[src/rtl/pipeline_step_ctrl.sv]
// -----------------------------------------------------------------------------
// pipeline_step_ctrl
//   Debug-side controller driving the global pipeline advance enable. Decodes
//   debug UART command bytes into run / single-step / burst / pause, stops on
//   the HALT flag that arrives at write-back, and after every run segment asks
//   the debug transmitter for a state dump and waits for its ack.
//
// Ports
//   clk           system clock
//   rst           synchronous reset, active-high (priority over everything)
//   i_cmd_valid   one-cycle strobe, i_cmd holds a received byte
//   i_cmd         command / argument byte
//   i_halt        HALT instruction has reached write-back
//   i_report_ack  transmitter finished the state dump
//   o_step        pipeline advance enable to every pipeline latch
//   o_report_req  level request for a state dump, held until ack
//   o_halted      sticky: program has executed HALT
//   o_busy        high in every state except IDLE and HALTED
//   o_cmd_drop    one-cycle pulse: a command byte was ignored
//   o_step_count  number of cycles with o_step=1 (wraps)
// -----------------------------------------------------------------------------
module pipeline_step_ctrl #(
    parameter logic [7:0]  CMD_RUN   = 8'h63,
    parameter logic [7:0]  CMD_STEP  = 8'h73,
    parameter logic [7:0]  CMD_BURST = 8'h62,
    parameter logic [7:0]  CMD_PAUSE = 8'h70,
    parameter int unsigned CNT_W     = 32
) (
    input  logic             clk,
    input  logic             rst,
    input  logic             i_cmd_valid,
    input  logic [7:0]       i_cmd,
    input  logic             i_halt,
    input  logic             i_report_ack,
    output logic             o_step,
    output logic             o_report_req,
    output logic             o_halted,
    output logic             o_busy,
    output logic             o_cmd_drop,
    output logic [CNT_W-1:0] o_step_count
);

    localparam int unsigned ARG_W = 8;

    typedef enum logic [2:0] {
        S_IDLE      = 3'd0,
        S_RUN       = 3'd1,
        S_STEP      = 3'd2,
        S_BURST_ARG = 3'd3,
        S_BURST     = 3'd4,
        S_REPORT    = 3'd5,
        S_HALTED    = 3'd6
    } state_e;

    state_e             state_q,      state_d;
    logic [ARG_W-1:0]   remaining_q,  remaining_d;
    logic               halted_q,     halted_d;
    logic               drop_q,       drop_d;
    logic               step_q,       step_d;
    logic               report_req_q, report_req_d;
    logic               busy_q,       busy_d;
    logic [CNT_W-1:0]   step_count_q, step_count_d;

    // State and output registers
    always_ff @(posedge clk) begin
        if (rst) begin
            state_q      <= S_IDLE;
            remaining_q  <= '0;
            halted_q     <= 1'b0;
            drop_q       <= 1'b0;
            step_q       <= 1'b0;
            report_req_q <= 1'b0;
            busy_q       <= 1'b0;
            step_count_q <= '0;
        end else begin
            state_q      <= state_d;
            remaining_q  <= remaining_d;
            halted_q     <= halted_d;
            drop_q       <= drop_d;
            step_q       <= step_d;
            report_req_q <= report_req_d;
            busy_q       <= busy_d;
            step_count_q <= step_count_d;
        end
    end

    // Next-state logic; outputs are registered decodes of the next state so
    // they always equal a decode of the state register with no input path.
    always_comb begin
        state_d     = state_q;
        remaining_d = remaining_q;
        drop_d      = 1'b0;
        halted_d    = halted_q | i_halt;

        case (state_q)
            S_IDLE: begin
                if (i_halt) begin
                    // halt wins over a command arriving in the same cycle
                    state_d = S_REPORT;
                    drop_d  = i_cmd_valid;
                end else if (i_cmd_valid) begin
                    case (i_cmd)
                        CMD_RUN:   state_d = S_RUN;
                        CMD_STEP:  state_d = S_STEP;
                        CMD_BURST: state_d = S_BURST_ARG;
                        default:   drop_d  = 1'b1;
                    endcase
                end
            end

            S_RUN: begin
                if (i_halt) begin
                    state_d = S_REPORT;
                    drop_d  = i_cmd_valid;
                end else if (i_cmd_valid) begin
                    if (i_cmd == CMD_PAUSE) begin
                        state_d = S_REPORT;
                    end else begin
                        drop_d = 1'b1;
                    end
                end
            end

            S_STEP: begin
                state_d = S_REPORT;
                drop_d  = i_cmd_valid;
            end

            // Byte here is a raw step count, never a command
            S_BURST_ARG: begin
                if (i_halt) begin
                    state_d = S_REPORT;
                    drop_d  = i_cmd_valid;
                end else if (i_cmd_valid) begin
                    if (i_cmd == ARG_W'(0)) begin
                        state_d = S_IDLE;
                    end else begin
                        remaining_d = i_cmd;
                        state_d     = S_BURST;
                    end
                end
            end

            // remaining counts the step cycles left including this one
            S_BURST: begin
                remaining_d = remaining_q - ARG_W'(1);
                drop_d      = i_cmd_valid;
                if ((remaining_q == ARG_W'(1)) || i_halt) begin
                    remaining_d = '0;
                    state_d     = S_REPORT;
                end
            end

            S_REPORT: begin
                drop_d = i_cmd_valid;
                if (i_report_ack) begin
                    state_d = halted_d ? S_HALTED : S_IDLE;
                end
            end

            S_HALTED: begin
                drop_d = i_cmd_valid;
            end

            default: begin
                state_d = S_IDLE;
            end
        endcase

        step_d       = (state_d == S_RUN) || (state_d == S_STEP) ||
                       (state_d == S_BURST);
        report_req_d = (state_d == S_REPORT);
        busy_d       = (state_d != S_IDLE) && (state_d != S_HALTED);
        step_count_d = step_count_q + CNT_W'(step_q);
    end

    assign o_step       = step_q;
    assign o_report_req = report_req_q;
    assign o_halted     = halted_q;
    assign o_busy       = busy_q;
    assign o_cmd_drop   = drop_q;
    assign o_step_count = step_count_q;

endmodule
[config.mk]
export PLATFORM = sky130hd
export DESIGN_NAME = pipeline_step_ctrl
export DESIGN_NICKNAME = d
export VERILOG_FILES = /design/src/rtl/pipeline_step_ctrl.sv
export SDC_FILE = /design/constraint.sdc
export NUM_CORES = 1
export LEC_CHECK = 0
export CAP_MARGIN = 10
export CORE_UTILIZATION = 50
export DETAILED_ROUTE_END_ITERATION = 8
export PLACE_DENSITY = 0.87
export SYNTH_ARGS = -nofsm -noshare
export SYNTH_HDL_FRONTEND = slang
export SYNTH_SLANG_ARGS = --single-unit
[constraint.sdc]
create_clock -name clk -period 2.2 [get_ports clk]
set_input_delay 0.44 -clock clk [delete_from_list [all_inputs] [get_ports clk]]
set_output_delay 0.44 -clock clk [all_outputs]
set_load 0.005 [all_outputs]
Word level (Yosys, flattened, before mapping)
Index checks and enable logic that the tools add are counted.

Register bits after elaboration: 48. Bits in latches: 0. Bits in writable memories: 0. Memory bits (read-only): 0. Input port bits: 13. Output and inout bits: 37. Word-level logic and storage cells: 67. Memories kept: 0.

Add/sub/neg operators: 2. Multipliers: 0. Div/mod/pow operators: 0. Magnitude comparators: 0. Eq/ne operators: 19. Shifts and indexed selects: 0. Muxes and demuxes: 26. Bitwise logic cells: 1. Reductions and logical operators: 11.

Operators with widths (number): 2-to-1 mux 3 bit (11); adder 32 x 1 -> 32 bit (1); equality test 8 x 7 -> 1 bit (second input constant) (4); 2-to-1 mux 8 bit (4); case mux 3 bit (7 select lines) (1); case mux 8 bit (2 select lines) (1); equality test 3 bit (second input constant) (5); equality test 3 x 2 -> 1 bit (second input constant) (3); case mux 3 bit (3 select lines) (1); equality test 8 x 1 -> 1 bit (second input constant) (1); zero test 8 bit (1); subtractor 8 x 1 -> 8 bit (second input constant) (1); 2-to-1 mux 1 bit (7); equality test 3 x 1 -> 1 bit (second input constant) (2); != test 2 bit (second input constant) (3); case mux 1 bit (4 select lines) (1); AND reduction 4 bit (1); OR reduction 4 bit (1); zero test 3 bit (1); logical OR 1 bit (3); != test 3 bit (second input constant) (1); nonzero test 3 bit (1); OR reduction 3 bit (1); nonzero test 2 bit (1); 2 further kinds (2).

Longest topological paths before layout
Gate-level depths: netlist of the first run.

Depth after elaboration: 8. Gate-level depth with buffers: 8. Depth with buffers taken out: 7.

Worst setup path before layout of the first run
No wires, ideal clock.

Path kind: reg-to-reg. Start: register step_q (netlist: o_step). End: register step_count_q[22] (netlist: o_step_count[22]). Library setup time: 121 ps. Data arrival time: 1863 ps. Required time: 2079 ps. Path slack: 216 ps. Cell stages (with the launch flop): 9. Path buffers: 1. Clock period less this slack: 1984 ps. Cell sequence: dfxtp_1 -> ha_1 -> ha_1 -> and2_1 -> and4_1 -> buf_2 -> and3_1 -> nand3_1 -> mux2_2.

Cells in the longest elaborated chain, start to end: 1.

Ends and longest elaborated chain: from (decl) (RTL line 59) `logic step_q, step_d;`; from (signal assigned) (RTL line 80) `step_q <= step_d;`; adder 32 x 1 -> 32 bit (RTL line 174) `step_count_d = step_count_q + CNT_W'(step_q);`; to (signal assigned) (RTL line 83) `step_count_q <= step_count_d;`; to (decl) (RTL line 62) `logic [CNT_W-1:0] step_count_q, step_count_d;`.

Every way passes these cells. A chain may end at the register's enable or synchronous reset.

Worst setup path after layout of the first run
Start: input i_cmd[0]. End: register step_q (netlist: o_step).

Cells in the longest elaborated chain, start to end: 8. Elaborated cells on any way between the ends: 20. Classes of those cells: eq/ne: 7; mux: 10; reduce/logical: 3.

Ends and longest elaborated chain: from (decl) (RTL line 32) `input logic [7:0] i_cmd,`; equality test 8 x 7 -> 1 bit, or another cell as far along (RTL line 102) `case (i_cmd)`; case mux 3 bit (3 select lines), or another cell as far along (RTL line 102); 2-to-1 mux 3 bit (on tied branches) (RTL line 101, 115, 134); 2-to-1 mux 3 bit (on tied branches) (RTL line 97, 112, 131); case mux 3 bit (7 select lines) (*) (RTL line 95) `case (state_q)`; equality test 3 x 1 -> 1 bit / equality test 3 x 2 -> 1 bit (equally long branches) (RTL line 170) `step_d = (state_d == S_RUN) || (state_d == S_STEP) ||`; logical OR 1 bit (RTL line 170); logical OR 1 bit (*) (RTL line 170).

Every way passes the cells marked *; elsewhere a longest branch is shown, timed or not.

==> key figures, run 1 <==
Outcome
  • Result of the run: finished, final reports clean

Yosys
  • List of most frequent post-synthesis cells: sky130_fd_sc_hd__dfxtp_1, sky130_fd_sc_hd__nor2_1, sky130_fd_sc_hd__nand2_1
  • Post-Syn Instances: 309
  • Count of warnings emitted by yosys: 0
  • Synth Flop Type: sky130_fd_sc_hd__dfxtp_1
  • Area leader, netlist: sky130_fd_sc_hd__dfxtp_1
  • Most frequent cell after synthesis: sky130_fd_sc_hd__dfxtp_1
  • Post-synthesis net count: 326
  • Post-synth EDFFs: 0
  • Cell types with the largest area share after synthesis: sky130_fd_sc_hd__dfxtp_1, sky130_fd_sc_hd__nor2_1, sky130_fd_sc_hd__nand2_1, sky130_fd_sc_hd__a21oi_1, sky130_fd_sc_hd__xnor2_1
  • Flop and latch count out of synthesis: 48
  • Number of distinct library cells after synthesis: 60
  • Post-synth ARST share: 0
  • Synthesized area per cell: 8.54 um^2
  • Part of the Yosys area used for sequential elements: 0.364
  • Netlist area before placement: 2640 um^2
  • Share of the synthesized area in the top cell type: 0.364

Drt
  • DRC violation count after routing: 0
  • Mean routed wirelength per cell: 13.4 um
  • Number of routed nets with antenna violations: 0
  • Via density per instance: 5.57
  • First drt pass iteration count: 4
  • Vias after detailed routing: 2462
  • Wire length reported by the detailed router: 5940 um
  • Number of design-rule violations left by the first detailed-router iteration: 169

CTS
  • Maximum clock insertion buffer count: 2
  • Number of buffers added by the clock tree synthesis step: 5
  • Count of hold buffers inserted by post-cts repair: 0
  • Later-pin clock latency in the skew report: 0.30 ns
  • Number of clock sinks seen by CTS: 48
  • Cell at the root of the clock tree: sky130_fd_sc_hd__clkbuf_8
  • CTS tree: built
  • Clock-pin transition on the worst setup and hold timing paths: 0.09 ns
  • Number of H-tree levels: 2

STA
  • Number of hold violations in the final report: 0
  • Number of setup violations in the final report: 0
  • Final critical-path required period: 2.07 ns
  • Highest clock rate: 484 MHz
  • Count of pins over their slew limit: 0
  • RSZ-0062 raised after global routing: false
  • Total negative slack for setup checks: 0 ns
  • Least-Margin Pin Slew: 0.505 ns
  • Final worst clock skew: 0.0117 ns
  • Max-slew headroom at the worst pin: 0.663
  • Final clock period utilization by the worst path: 0.939

Place
  • HPWL after detailed placement: 4340 um
  • Port Buf Inserts: 49
  • Last weighted congestion value of the routability-driven placer: 0.858

Floorplan
  • Total die area: 5570 um^2
  • Width of the die: 74.6 um
  • Count of standard-cell rows: 26
  • Die height: 74.6 um
  • Effective utilization at floorplan: 0.517
  • I/O pin count: 50
  • Core area: 5110 um^2

Power
  • Clk pwr share: 0.308
  • Net switching power: 476 uW
  • Combinational group share of total power: 0.170
  • Power Internal: 1.30 mW
  • Relative contribution of sequential cells to total power: 0.521
  • PD cells: 525 nW/um^2
  • Post-route total power: 1.78 mW
  • Worst vdd ir: 0.373 mV
  • Switching power as a share of total power: 0.268
  • Lkg Pwr: 1.30 nW

Final layout
  • Area overhead of the layout relative to synthesis: 28.5%
  • Post-Route Utilization: 0.664
  • Filler cell count in the final layout: 419
  • Diodes inserted: 0
  • Share of final-layout standard cells stronger than drive strength 1: 0.124
  • Layout Nets: 388

Worst setup path
  • Worst-path fanout max: 4
  • Required time of the critical path: 2.40 ns
  • Critical Path End Type: register
  • Startpoint types: input port
  • CP arrival: 2.27 ns
  • Critical Setup Path Class: in -> reg

Global routing
  • Initial antenna violation count: 0
  • Global-route wire length before repair: 9760 um
  • Global-route usage over all layers: 0.224
  • Vias in the first global route: 2203
  • Global-route congestion overflow total: 0
  • Maximum number of pins on one net before global-route repair: 27

Run
  • Max-cap viol count: 0

Worst hold path
  • Worst hold-check path type: reg -> reg
-- power groups by stage --
stage                     Combinational (mW)  Clock [mW]  Sequential (mW)
final                                  0.303       0.548            0.927
after global routing                   0.334       0.604            0.931
after CTS                              0.302       0.561            0.927
after detailed placement               0.298           0            0.946
after global placement                 0.291           0            0.947
after floorplan                        0.192           0            0.935
-- cells by family (layout without fill, tap and decap cells) --
logic type	after synthesis	after routing	share of synthesized area
buffers and inverters	20	83	0.0322
AOI/OAI and AO/OA	65	65	0.191
and+or+nand+nor	153	153	0.330
DFF	48	48	0.364
muxes	1	1	0.00427
xor gates and xnor gates	18	18	0.0597
adders and majority gates	4	4	0.0190
-- per-stage QoR --
stage | area (um^2) | hold WS [ns] | worst slack [ns] | std cells
floorplan | 2640 | 0.453 | 0.216 | 309
global placement | 3300 | 0.468 | -0.0978 | 434
detailed placement | 3300 | 0.478 | -0.166 | 434
CTS | 3390 | 0.490 | 0.134 | 442
global route | 3390 | 0.520 | 0.0701 | 442
finish | 3390 | 0.489 | 0.133 | 442
-- placed cells by master (no fill, tap or decap), drive strengths merged, types with 9 or more instances in the layout --
master,netlist,final
clkdlybuf4s50,0,48
dfxtp,48,48
nor2,38,38
nand2,28,28
buf,8,20
a21oi,18,18
o21ai,16,16
and3,10,10
nor3,10,10
and2,9,9
xor2,9,9
xnor2,9,9
-- per-layer routing --
metal | share of wire | wire (um) | global-route usage
met5 | 0 | 0 | 0
met2 | 0.48 | 2860 | 0.353
met4 | 0.014 | 85 | 0.0587
met1 | 0.47 | 2780 | 0.314
met3 | 0.037 | 220 | 0.0455
-- layout make-up --
cell class	count	area (um^2)	area share
Multi-Input combinational cell	241	1590	0.470
Sequential cell	48	961	0.283
Timing Repair Buffer	68	628	0.185
Tap cell	70	87.6	0.0258
Clock buffer	6	82.6	0.0243
Inverter	7	26.3	0.00775
Clock inverter	2	13.8	0.00406
-- worst max-delay path: stages --
cell and delay [ns]:
sky130_fd_sc_hd__clkdlybuf4s50_1 0.43, sky130_fd_sc_hd__or4_4 0.57, sky130_fd_sc_hd__nand2b_4 0.19, sky130_fd_sc_hd__a22oi_4 0.24, sky130_fd_sc_hd__a32oi_1 0.14, sky130_fd_sc_hd__a311oi_2 0.26
-- repair_timing --
item                                    CTS  global route
endpoints found under the setup margin    0             1
setup buffers                             0             0
resized for setup                         0             1
-- sequential cells by signal, summed over array words and instances, names as in the netlist --
| register | cells |
|---|---|
| o_cmd_drop | 1 |
| o_report_req | 1 |
| o_step_count | 32 |
| o_busy | 1 |
| state_q | 3 |
| remaining_q | 8 |
| o_halted | 1 |
| o_step | 1 |
-- worst paths after layout --
kind         slack (ns)  cells after the start               end      startpoint
min                0.49                      2    remaining_q[6]  remaining_q[6]
max reg2reg        0.20                      7  o_step_count[22]          o_step
min reg2reg        0.49                      2    remaining_q[6]  remaining_q[6]
max                0.13                      6            o_step        i_cmd[0]
Power figures use the tool's default switching activity.
==> run 2: changes to the inputs <==
--- a/config.mk
+++ b/config.mk
@@ -7,6 +7,7 @@
 export LEC_CHECK = 0
 export CAP_MARGIN = 10
 export CORE_UTILIZATION = 50
+export CTS_CLUSTER_DIAMETER = 50
 export DETAILED_ROUTE_END_ITERATION = 8
 export PLACE_DENSITY = 0.87
 export SYNTH_ARGS = -nofsm -noshare
==> results of run 2 <==
No change in the layout: final DEF, timing and power equal those of run 1.
==> run 3: changes to the inputs <==
--- a/config.mk
+++ b/config.mk
@@ -5,11 +5,14 @@
 export SDC_FILE = /design/constraint.sdc
 export NUM_CORES = 1
 export LEC_CHECK = 0
+export ABC_CLOCK_PERIOD_IN_PS = 2200
 export CAP_MARGIN = 10
 export CORE_UTILIZATION = 50
 export CTS_CLUSTER_DIAMETER = 50
 export DETAILED_ROUTE_END_ITERATION = 8
+export HOLD_SLACK_MARGIN = 0.03
 export PLACE_DENSITY = 0.87
+export SKIP_CTS_REPAIR_TIMING = 1
 export SYNTH_ARGS = -nofsm -noshare
 export SYNTH_HDL_FRONTEND = slang
 export SYNTH_SLANG_ARGS = --single-unit
==> results of run 3 <==
No change in the layout: final DEF, timing and power equal those of run 1.
